File: config.mk
export PLATFORM = sky130hd
export DESIGN_NAME = ir_pipeline_ctrl
export DESIGN_NICKNAME = d
export VERILOG_FILES = /design/src/rtl/ir_pipeline_ctrl.sv
export SDC_FILE = /design/constraint.sdc
export NUM_CORES = 1
export LEC_CHECK = 0
export CAP_MARGIN = 20
export CORE_MARGIN = 1
export CORE_UTILIZATION = 45
export DETAILED_ROUTE_END_ITERATION = 6
export DONT_BUFFER_PORTS = 1
export PLACE_DENSITY_LB_ADDON = 0.2
export RECOVER_POWER = 25
export REMOVE_ABC_BUFFERS = 1
export SYNTH_ARGS = -nofsm -noshare
export SYNTH_HDL_FRONTEND = slang
export SYNTH_SLANG_ARGS = --single-unit
File: constraint.sdc
create_clock -name clk -period 4.1 [get_ports clk]
set_clock_uncertainty 0.05 [all_clocks]
set_input_delay 0.41 -clock clk [delete_from_list [all_inputs] [get_ports clk]]
set_output_delay 0.41 -clock clk [all_outputs]
set_load 0.05 [all_outputs]
File: src/rtl/ir_pipeline_ctrl.sv
// D/E/M/W instruction and PC+8 register chain with the load-use / early-branch stall generator.
// Optional STALL_COUNTER_EN adds a saturating stall_cnt output.
module ir_pipeline_ctrl #(
  parameter logic [31:0] NOP_WORD     = 32'h00000000,
  parameter logic [4:0]  JAL_LINK_REG = 5'd31
) (
  input  logic        clk,
  input  logic        reset,
  input  logic [31:0] IR_F,
  input  logic [31:0] PC8_F,
  output logic [31:0] IR_D,
  output logic [31:0] IR_E,
  output logic [31:0] IR_M,
  output logic [31:0] IR_W,
  output logic [31:0] PC8_D,
  output logic [31:0] PC8_E,
  output logic [31:0] PC8_M,
  output logic [31:0] PC8_W,
  output logic        stall,
  output logic        pc_en
`ifdef STALL_COUNTER_EN
  ,
  output logic [31:0] stall_cnt
`endif
);

  function automatic logic is_cal_r_fn(input logic [5:0] fn);
    case (fn)
      6'h00, 6'h02, 6'h03, 6'h04, 6'h06, 6'h07,
      6'h20, 6'h21, 6'h22, 6'h23, 6'h24, 6'h25,
      6'h26, 6'h27, 6'h2a, 6'h2b: is_cal_r_fn = 1'b1;
      default:                    is_cal_r_fn = 1'b0;
    endcase
  endfunction

  function automatic logic is_ld(input logic [31:0] ir);
    case (ir[31:26])
      6'h20, 6'h21, 6'h23, 6'h24, 6'h25: is_ld = 1'b1;
      default:                           is_ld = 1'b0;
    endcase
  endfunction

  function automatic logic is_st(input logic [31:0] ir);
    case (ir[31:26])
      6'h28, 6'h29, 6'h2b: is_st = 1'b1;
      default:             is_st = 1'b0;
    endcase
  endfunction

  function automatic logic is_cal_i(input logic [31:0] ir);
    case (ir[31:26])
      6'h08, 6'h09, 6'h0a, 6'h0b, 6'h0c, 6'h0d, 6'h0e: is_cal_i = 1'b1;
      default:                                         is_cal_i = 1'b0;
    endcase
  endfunction

  // Instructions resolved in D (branches, JR, JALR) need their operands one stage early.
  function automatic logic is_ctrl(input logic [31:0] ir);
    case (ir[31:26])
      6'h01, 6'h04, 6'h05, 6'h06, 6'h07: is_ctrl = 1'b1;
      6'h00:   is_ctrl = (ir[5:0] == 6'h08) || (ir[5:0] == 6'h09);
      default: is_ctrl = 1'b0;
    endcase
  endfunction

  function automatic logic uses_rs(input logic [31:0] ir);
    if (ir[31:26] == 6'h00)
      uses_rs = (is_cal_r_fn(ir[5:0]) && ir[5:2] != 4'b0000) ||
                (ir[5:0] == 6'h08) || (ir[5:0] == 6'h09);
    else
      uses_rs = is_ld(ir) || is_st(ir) || is_cal_i(ir) || is_ctrl(ir);
  endfunction

  function automatic logic uses_rt(input logic [31:0] ir);
    if (ir[31:26] == 6'h00)
      uses_rt = is_cal_r_fn(ir[5:0]);
    else
      uses_rt = is_st(ir) || (ir[31:26] == 6'h04) || (ir[31:26] == 6'h05);
  endfunction

  function automatic logic [4:0] dest(input logic [31:0] ir);
    dest = 5'd0;
    if (ir[31:26] == 6'h00) begin
      if (is_cal_r_fn(ir[5:0]) || ir[5:0] == 6'h10 || ir[5:0] == 6'h12 || ir[5:0] == 6'h09)
        dest = ir[15:11];
    end else if (is_ld(ir) || is_cal_i(ir) || ir[31:26] == 6'h0f) begin
      dest = ir[20:16];
    end else if (ir[31:26] == 6'h03) begin
      dest = JAL_LINK_REG;
    end
  endfunction

  logic [4:0] d_rs, d_rt, e_dest, m_rt, e_rt;
  logic       d_use_rs, d_use_rt, d_ctrl, d_st;
  logic       e_hit, e_ld_rs_hit, e_ld_rt_hit, m_hit;
  logic       stall_a, stall_b, stall_c;

  assign d_rs     = IR_D[25:21];
  assign d_rt     = IR_D[20:16];
  assign d_use_rs = uses_rs(IR_D);
  assign d_use_rt = uses_rt(IR_D);
  assign d_ctrl   = is_ctrl(IR_D);
  assign d_st     = is_st(IR_D);
  assign e_dest   = dest(IR_E);
  assign e_rt     = IR_E[20:16];
  assign m_rt     = IR_M[20:16];

  // Register 0 never carries a dependency, so it is excluded from every match.
  assign e_hit       = (e_dest != 5'd0) &&
                       ((d_use_rs && e_dest == d_rs) || (d_use_rt && e_dest == d_rt));
  assign e_ld_rs_hit = (e_rt != 5'd0) && d_use_rs && (e_rt == d_rs);
  assign e_ld_rt_hit = (e_rt != 5'd0) && d_use_rt && (e_rt == d_rt);
  assign m_hit       = (m_rt != 5'd0) &&
                       ((d_use_rs && m_rt == d_rs) || (d_use_rt && m_rt == d_rt));

  assign stall_a = d_ctrl && (IR_E[31:26] != 6'h03) && e_hit;
  assign stall_b = d_ctrl && is_ld(IR_M) && m_hit;
  // A store whose only dependency is its data register gets that data forwarded in M.
  assign stall_c = is_ld(IR_E) && (e_ld_rs_hit || (e_ld_rt_hit && !d_st));

  assign stall = stall_a || stall_b || stall_c;
  assign pc_en = ~stall;

  always_ff @(posedge clk) begin
    if (reset) begin
      IR_D  <= NOP_WORD;
      IR_E  <= NOP_WORD;
      IR_M  <= NOP_WORD;
      IR_W  <= NOP_WORD;
      PC8_D <= '0;
      PC8_E <= '0;
      PC8_M <= '0;
      PC8_W <= '0;
    end else begin
      if (stall) begin
        IR_E  <= NOP_WORD;
        PC8_E <= '0;
      end else begin
        IR_D  <= IR_F;
        PC8_D <= PC8_F;
        IR_E  <= IR_D;
        PC8_E <= PC8_D;
      end
      IR_M  <= IR_E;
      PC8_M <= PC8_E;
      IR_W  <= IR_M;
      PC8_W <= PC8_M;
    end
  end

`ifdef STALL_COUNTER_EN
  always_ff @(posedge clk) begin
    if (reset)
      stall_cnt <= '0;
    else if (stall && stall_cnt != 32'hFFFFFFFF)
      stall_cnt <= stall_cnt + 32'd1;
  end
`endif

endmodule
**Yosys cells after proc, flatten, opt, wreduce, memory -nomap -nowiden**

Memory sizes are Yosys's and may differ from the RTL's. A register that Yosys moved wholly into a read port is not among the register bits.
Cells that the tools add are included.

- Equal/unequal tests: 51
- Mux-type cells: 27
- Bitwise operators: 1
- Reductions and logical operators: 50

Operators by type and width:

| kind | count |
|---|---|
| equality test 6 x 4 -> 1 bit, second input constant | 18 |
| equality test 6 bit, second input constant | 18 |
| equality test 5 bit | 6 |
| 2-to-1 mux 6 bit | 5 |
| equality test 6 x 3 -> 1 bit, second input constant | 4 |
| 2-to-1 mux 5 bit | 4 |
| OR reduction 5 bit | 4 |
| logical OR 1 bit | 18 |
| logical AND 1 bit | 17 |
| 2-to-1 mux 1 bit | 17 |
| nonzero test 5 bit | 3 |
| OR reduction 7 bit | 2 |
| equality test 6 x 5 -> 1 bit, second input constant | 2 |
| logical NOT 6 bit | 2 |
| equality test 6 x 1 -> 1 bit, second input constant | 1 |
| equality test 6 x 2 -> 1 bit, second input constant | 1 |
| inequality test 6 x 2 -> 1 bit, second input constant | 1 |
| nonzero test 4 bit | 1 |
| OR reduction 3 bit | 1 |
| one-hot mux 1 bit (2 select lines) | 1 |
| OR reduction 2 bit | 1 |
| logical NOT 1 bit | 1 |
| NOT 1 bit | 1 |

- Bits in registers: 256
- ROM bits: 192
- Input bits: 66
- Logic and storage cells: 140
- Memories: 3

Memory list:

| name | words | bits a word | rd ports | clocked after memory_dff | wr ports | RTL line | RTL |
|---|---|---|---|---|---|---|---|
| (no name shown) | 64 | 1 | 1 | 1 | 0 | 28 | `case (fn)` |
| (no name shown) | 64 | 1 | 1 | 1 | 0 | 28 |  |
| (no name shown) | 64 | 1 | 1 | 1 | 0 | 28 |  |

**Longest topological paths before layout**

- Depth after elaboration: 17
- Gate-level depth with buffers: 10
- Mapped depth without buffers: 9

**Least setup slack after synthesis**

Ideal clock, no wire load.

- Path kind: reg-to-output
- Start point: register IR_E[29]
- End point: output stall
- Data arrival time: 3.310 ns
- Setup slack: 0.330 ns
- Stages on the path, launching flop included: 9
- Buffers on the path: 0
- Cell sequence: dfxtp_1 -> xnor2_1 -> a2111oi_1 -> o32ai_1 -> xor2_1 -> nor4_2 -> a32o_1 -> a21oi_1 -> inv_2

- Cells in the longest elaborated chain, start to end: 15
- Elaborated cells between the ends (all ways): 39

Ends and longest elaborated chain:

| item | RTL line | RTL |
|---|---|---|
| from (decl) | 12 | `output logic [31:0] IR_E,` |
| from (signal assigned) | 127 | `IR_E <= NOP_WORD;` |
| from (signal assigned) | 136 | `IR_E <= NOP_WORD;` |
| from (signal assigned) | 141 | `IR_E <= IR_D;` |
| equality test 6 x 4 -> 1 bit / equality test 6 bit (equally long branches) | 51, 37 |  |
| OR reduction 7 bit / OR reduction 5 bit (equally long branches) | 51, 37 |  |
| 2-to-1 mux 1 bit (on tied branches) | 51, 37 |  |
| 2-to-1 mux 1 bit | 83 | `if (ir[31:26] == 6'h00) begin` |
| logical OR 1 bit (2 in series) | 86 | `end else if (is_ld(ir) \|\| is_cal_i(ir) \|\| ir[31:26] == 6'h0f) begin` |
| 2-to-1 mux 5 bit | 86 |  |
| 2-to-1 mux 5 bit | 83 |  |
| equality test 5 bit | 110 | `((d_use_rs && e_dest == d_rs) \|\| (d_use_rt && e_dest == d_rt));` |
| logical AND 1 bit | 110 |  |
| logical OR 1 bit | 110 |  |
| logical AND 1 bit | 109 | `assign e_hit = (e_dest != 5'd0) &&` |
| logical AND 1 bit | 116 | `assign stall_a = d_ctrl && (IR_E[31:26] != 6'h03) && e_hit;` |
| logical OR 1 bit | 121 | `assign stall = stall_a \|\| stall_b \|\| stall_c;` |
| logical OR 1 bit (*) | 121 |  |
| to (decl) | 19 | `output logic stall,` |

Every way passes the cells marked *; elsewhere a longest branch is shown, timed or not. The select of a mux whose other input is x is not followed.

**Final worst setup path**

Ends and elaborated chain as after synthesis.

==> metrics.txt <==
status=finished clean; max-slew violation count=0; layout cells sized above 1=0.08700; Clock Tree Buf Depth=3; synthesized flop and latch total=258; FILL cells=1722; Synth Area in Simple Gates=0.2582; Leak Pwr=4.630 nW; WL met3=2231 um; Initial DRC Count=199; Startpoint Class=flop; GP Congestion=0.8056; largest family of logic cells by synthesized area=simple AND/OR/NAND/NOR gates; syn_area_per_cell=10.93 um^2; ant diodes=0; Worst Path Required=3640 ps; via count=5948; synthesis-to-finish area growth=19.49%; sequential fraction of the synthesis area=0.5709; synth top area cells=dfxtp_1 57%, nand2b_1 9.1%, nor2b_1 9.0%; Compound-Gate Fraction of Synth Area=0.03969; clock root buffer master=clkbuf_16; Post-DP HPWL=15340 um; asr flop ratio synth=0; worst-margin pin slew=998.8 ps; Initial Util=0.4618; CTS buffer count=26; clk sinks=258; pre-CTS WS=254.3 ps; final core utilization=0.5518; Hold Fails Final Rpt=0; Mapped Area=9047 um^2; row count=51; worst-skew pair later-pin latency=520 ps; HP Class=input pin to flop; Max Freq=0.2628 GHz; switch share=0.2752; first-pass GRT wire length=32300 um; vias in the first global route=5880; final wirelength=22400 um; RSZ-0062 raised after global routing=no; Core Footprint=19590 um^2; Post-CTS Setup Inserts=0; WL met2=11090 um; area post-placement=9525 um^2; Die Y=143.8 um; Post-Synth XOR/XNOR Area=0.02807; Final Instance Area=10810 um^2; initial antenna violation count=0; input/output buffers=0; WP data arrival=3350 ps; CP Max Fanout=7; max-capacitance violation count=0; Synth Area in Adders=0; Pwr Density=543.9 nW/um^2; worst vdd ir=251.4 uV; cell with the most instances after synthesis=dfxtp_1; CTS resizes=0; Crit. End Element=primary output; Combinational Power Share=0.085; largest net degree at the start of global routing=132; Non-Filler Instances=1196; top_reg_cell synth=dfxtp_1; Netlist cell types=47; area of the multi-input gates=3601 um^2; highest metal used=met4; share of power burned in the clock network=0.404; relative slew slack=0.3326; die width=143.8 um; Mapped Cells=828; Setup TNS Final=0 ps; Post-synth EDFFs=0; drt drc=0; WL per Instance=18.73 um; Min Hold Slack=12.71 ps; mux cell area share after synthesis=0.07081; layout net count=979; final worst path period need=3805 ps; top cells by count, synth=258 x dfxtp_1, 131 x nand2b_1, 130 x nor2b_1; FF+latch area=5165 um^2; Crit Path Class=flop to primary output; fin crit share=0.9281; Placed Cells=1101; Int Pwr=4.262 mW; number of routed nets with antenna violations=0; NetSw=1.618 mW; total chip power=5.880 mW; total track usage=0.2008; CTS clock-pin slew for the worst setup and hold paths=60 ps; M1 WL=8570 um; Overflow after GRT=0; TritonCTS clock tree=yes; cell taking the most area after synthesis=dfxtp_1; vias per cell=4.973; First-pass DRT Iterations=4; H-Tree Depth=1; top cell type's share of synthesized area=0.5709; Final setup viols=0; total number of yosys warnings=0; Ports=324; Worst Setup Slack, final=294.7 ps; sequential share of power=0.511; die footprint=20680 um^2
[cells in the final DEF, fill, tap and decap left out, types with 5 or more instances in the layout]
cell type,instances
nor2_1,13
nand2_1,7
xor2_1,18
dlygate4sd3_1,47
xnor2_1,11
o32ai_1,6
clkbuf_1,31
nand2b_1,131
a21oi_1,8
nor2b_1,130
inv_1,6
o21ai_0,7
mux2i_1,64
clkbuf_16,27
and2_1,62
nor3_1,10
dfxtp_1,258
or4_1,5
buf_4,28
clkbuf_8,6
[kinds of logic (layout without fill, tap and decap cells)]
| logic type | after synthesis | in the layout |
|---|---|---|
| multiplexers | 64 | 64 |
| buffers and inverters | 54 | 156 |
| AO/OA/AOI/OAI | 48 | 48 |
| XOR/XNOR | 29 | 29 |
| AND/OR/NAND/NOR | 375 | 376 |
| flip-flops | 258 | 258 |
[final timing paths]
| path | from | end | slack [ps] | depth (start not counted) |
|---|---|---|---|---|
| hold / removal | PC8_F[13] | PC8_D[13]$_SDFFE_PP0N_ | 10 | 2 |
| hold reg to reg | IR_E[28]$_SDFF_PP0_ | IR_M[28]$_SDFF_PP0_ | 520 | 1 |
| setup reg to reg | IR_E[29]$_SDFF_PP0_ | PC8_D[7]$_SDFFE_PP0N_ | 530 | 10 |
| setup / recovery | IR_E[29]$_SDFF_PP0_ | stall | 290 | 9 |
[flip-flops by register name, summed over array words and instances, names as in the netlist, named ones only]
name   flops
IR_D      32
IR_E      32
IR_M      32
IR_W      32
PC8_D     32
PC8_E     32
PC8_M     32
PC8_W     32
[worst max-delay path, stage by stage, from the launching register on]
cell       delay (ps)
dfxtp_1           500
xnor2_1           190
buf_4             180
a2111oi_1         510
o32ai_1           250
xor2_1            210
nor4_2            340
a32o_1            210
a21oi_1           130
inv_2             320
[routing by layer]
layer / vias up / track usage
met5: - / 0
met4: 0 / 0.06383
met3: 38 / 0.06531
met2: 269 / 0.3654
met1: 2785 / 0.2191
li1: 2856 / -
[repair_timing]
| item | 4_1_cts | 5_1_grt |
|---|---|---|
| hold buffers | 48 | 0 |
| hold endpoints to repair | 178 | 0 |
| setup endpoints to repair | 0 | 19 |
[area by class of cell]
type / count / area share
Clock inverter: 9 / 0.009606
Tap cell: 265 / 0.03067
Timing Repair Buffer: 103 / 0.07488
Clock buffer: 37 / 0.07153
Sequential cell: 258 / 0.4778
Multi-Input combinational cell: 517 / 0.3331
Inverter: 7 / 0.002431
[power by group through the flow]
stage / clock, mW / combinational, mW / sequential [mW]
6_report: 2.37 / 0.502 / 3.01
5_1_grt: 2.54 / 0.540 / 3.02
4_1_cts: 2.43 / 0.513 / 3.01
3_5_place_dp: 0 / 0.450 / 3.06
3_3_place_gp: 0 / 0.437 / 3.06
2_1_floorplan: 0 / 0.240 / 3.12
No activity file was read; power rests on OpenSTA's default activity.
==> edit (same settings) <==
The option `STALL_COUNTER_EN` is turned on by a define.
--- a/src/rtl/ir_pipeline_ctrl.sv
+++ b/src/rtl/ir_pipeline_ctrl.sv
@@ -2,2 +2,4 @@
 // Optional STALL_COUNTER_EN adds a saturating stall_cnt output.
+`define STALL_COUNTER_EN
+
 module ir_pipeline_ctrl #(
Check against the original RTL (old outputs only; new: stall_cnt): equivalent (equiv_simple and equiv_induct, registers matched by name and starting in step).
==> edit against the original RTL <==
- the run now ends with max-capacitance violations, max-slew violations left
- via count is 36% higher
- final area is 18% higher
- sequential share of layout area is 2.2 points lower
- wire length is 29% higher
- fmax is 3.1% lower
- first-iteration DRC count is 150% higher
- global-route usage is 3.1 points higher
- power is 11% higher
- sequential cell count is 32 higher
- sequential power is 9.6% higher
- synthesized area is 17% higher
- worst setup slack worse by 120 ps
- critical path depth stayed put
- critical path type unchanged
- largest power group unchanged
==> edit: results (changes against the original RTL) <==
status=finished, violations left; violated checks=max-capacitance violations, max-slew violations; final-layout clock buffer total=40 (+8.1%); Maximum Capacitance Violations=1 (+1); DR WL met2=14200 µm (+28%); number of enable flip-flop cells after synthesis=0 (unchanged); final WL=28800 µm (+29%); 1st-iter DRT viols=491 (+150%); GRT Util Overall=23.2% (+3.1 points); routing usage on met3=7.33% (+0.79 points); Synth cell types=52 (+11%); First-pass DRT Iterations=6 (+2); xor/xnor share of the synthesized area=2.58% (-0.23 points); met3 WL=2770 µm (+24%); inverters=18 (+11); Final clock-cell share=7.79% (-0.32 points); slew at the pin with the worst max-slew slack=3940 ps (+2940 ps); first-pass GRT wire length=44200 µm (+37%); fill count=1990 (+16%); vias=8092 (+36%); Seq/total area=45.6% (-2.2 points); placed wire-length estimate=19500 µm (+27%); fin. max-slew vios=196 (+196); Sink Count=290 (+12%); largest cells by area after synthesis=dfxtp_1, nor2b_1, a21oi_1, nand3_1, and2_1; wire length on met1=11200 µm (+31%); CTS Hold Bufs=66 (+38%); clock buffer depth=3 (unchanged); share of post-route cells with drive strength above 1=11.8% (+3.1 points); ys async rst share=0% (unchanged); Antenna Cells=0 (unchanged); critical path's largest stage delay=610 ps (+100 ps); vias in the first global route=7685 (+31%); critical path data arrival time=3470 ps (+120 ps); sequential share of the synthesized area=55.1% (-2.0 points); complex-gate fraction of the synthesized area=11.4% (+7.4 points); Layout non-clock buf frac=8.56% (+1.1 points); Setup Fix Bufs, Post-CTS=0 (unchanged); Leak Pwr=4.97 nW (+7.4%); TritonCTS Buffers=29 (+12%); M1 GR Usage=27.9% (+6.0 points); non-clock buffer count=127 (+23%); post-synthesis adder-cell area fraction=0.119% (+0.12 points); Multi-Input Combinational=709 (+37%); GPL Wtd Cong=0.860 (+6.8%); Pint=4.78 mW (+12%); commonest cells in the synthesized netlist=dfxtp_1, nor2b_1, a21oi_1; CP max-delay cell=a2111oi_0; Final #Nets=1242 (+27%); CP max FO=6 (-1); grt met2 use=39.8% (+3.3 points); multi-input combinational area share=34.4% (+1.1 points); largest net degree at the start of global routing=196 (+48%); mux cell area share after synthesis=3.60% (-3.5 points)
==> edit: cell types whose count changed in the layout (fill, tap and decap cells not counted), sizes merged, moves of 31 or more <==
cell | unedited run | this run
nor2 | 15 | 52
mux2 | 0 | 31
mux2i | 64 | 3
nand3 | 4 | 79
a21oi | 8 | 94
o21ai | 9 | 73
nand2b | 131 | 2
dfxtp | 258 | 290
==> edit: stage by stage <==
| step | cell area [µm²] | setup WS (ps) | total power [mW] | util (%) | cells |
|---|---|---|---|---|---|
| after floorplan | 10200 | -2630 | 3.64 | - | 1017 |
| after global routing | 12700 | 12.2 | 6.77 | 55.9 | 1509 |
| after CTS | 12800 | 81.6 | 6.58 | 56.2 | 1509 |
| after detailed placement | 11100 | 297 | 3.78 | 48.8 | 1391 |
| final | 12700 | 172 | 6.53 | 55.9 | 1509 |
| after global placement | 11100 | 504 | 3.77 | 48.8 | 1391 |
==> edit: worst paths after layout <==
path	start	end	slack [ps]	depth (start not counted)
max	IR_E[28]$_SDFF_PP0_	stall	170	9
min	reset	register	50	2
min reg2reg	IR_E[11]$_SDFF_PP0_	IR_M[11]$_SDFF_PP0_	440	2
max reg2reg	IR_E[28]$_SDFF_PP0_	stall_cnt[13]$_SDFFE_PP0P_	290	10
==> edit: power by group through the flow <==
stage	Sequential, mW	Combinational, mW	Clock, mW
2_1_floorplan	3.42	0.221	0
3_3_place_gp	3.36	0.408	0
3_5_place_dp	3.37	0.415	0
4_1_cts	3.30	0.502	2.77
5_1_grt	3.32	0.549	2.91
6_report	3.30	0.502	2.72
==> edit: cell families (layout without fill, tap and decap cells) <==
kind of cell               after synthesis  in the layout
buffers and inverters                   95            197
adders and majority gates                1              1
xor gates and xnor gates                31             31
AOI/OAI and AO/OA                      210            210
muxes                                   34             34
DFF                                    290            290
and+or+nand+nor                        433            433
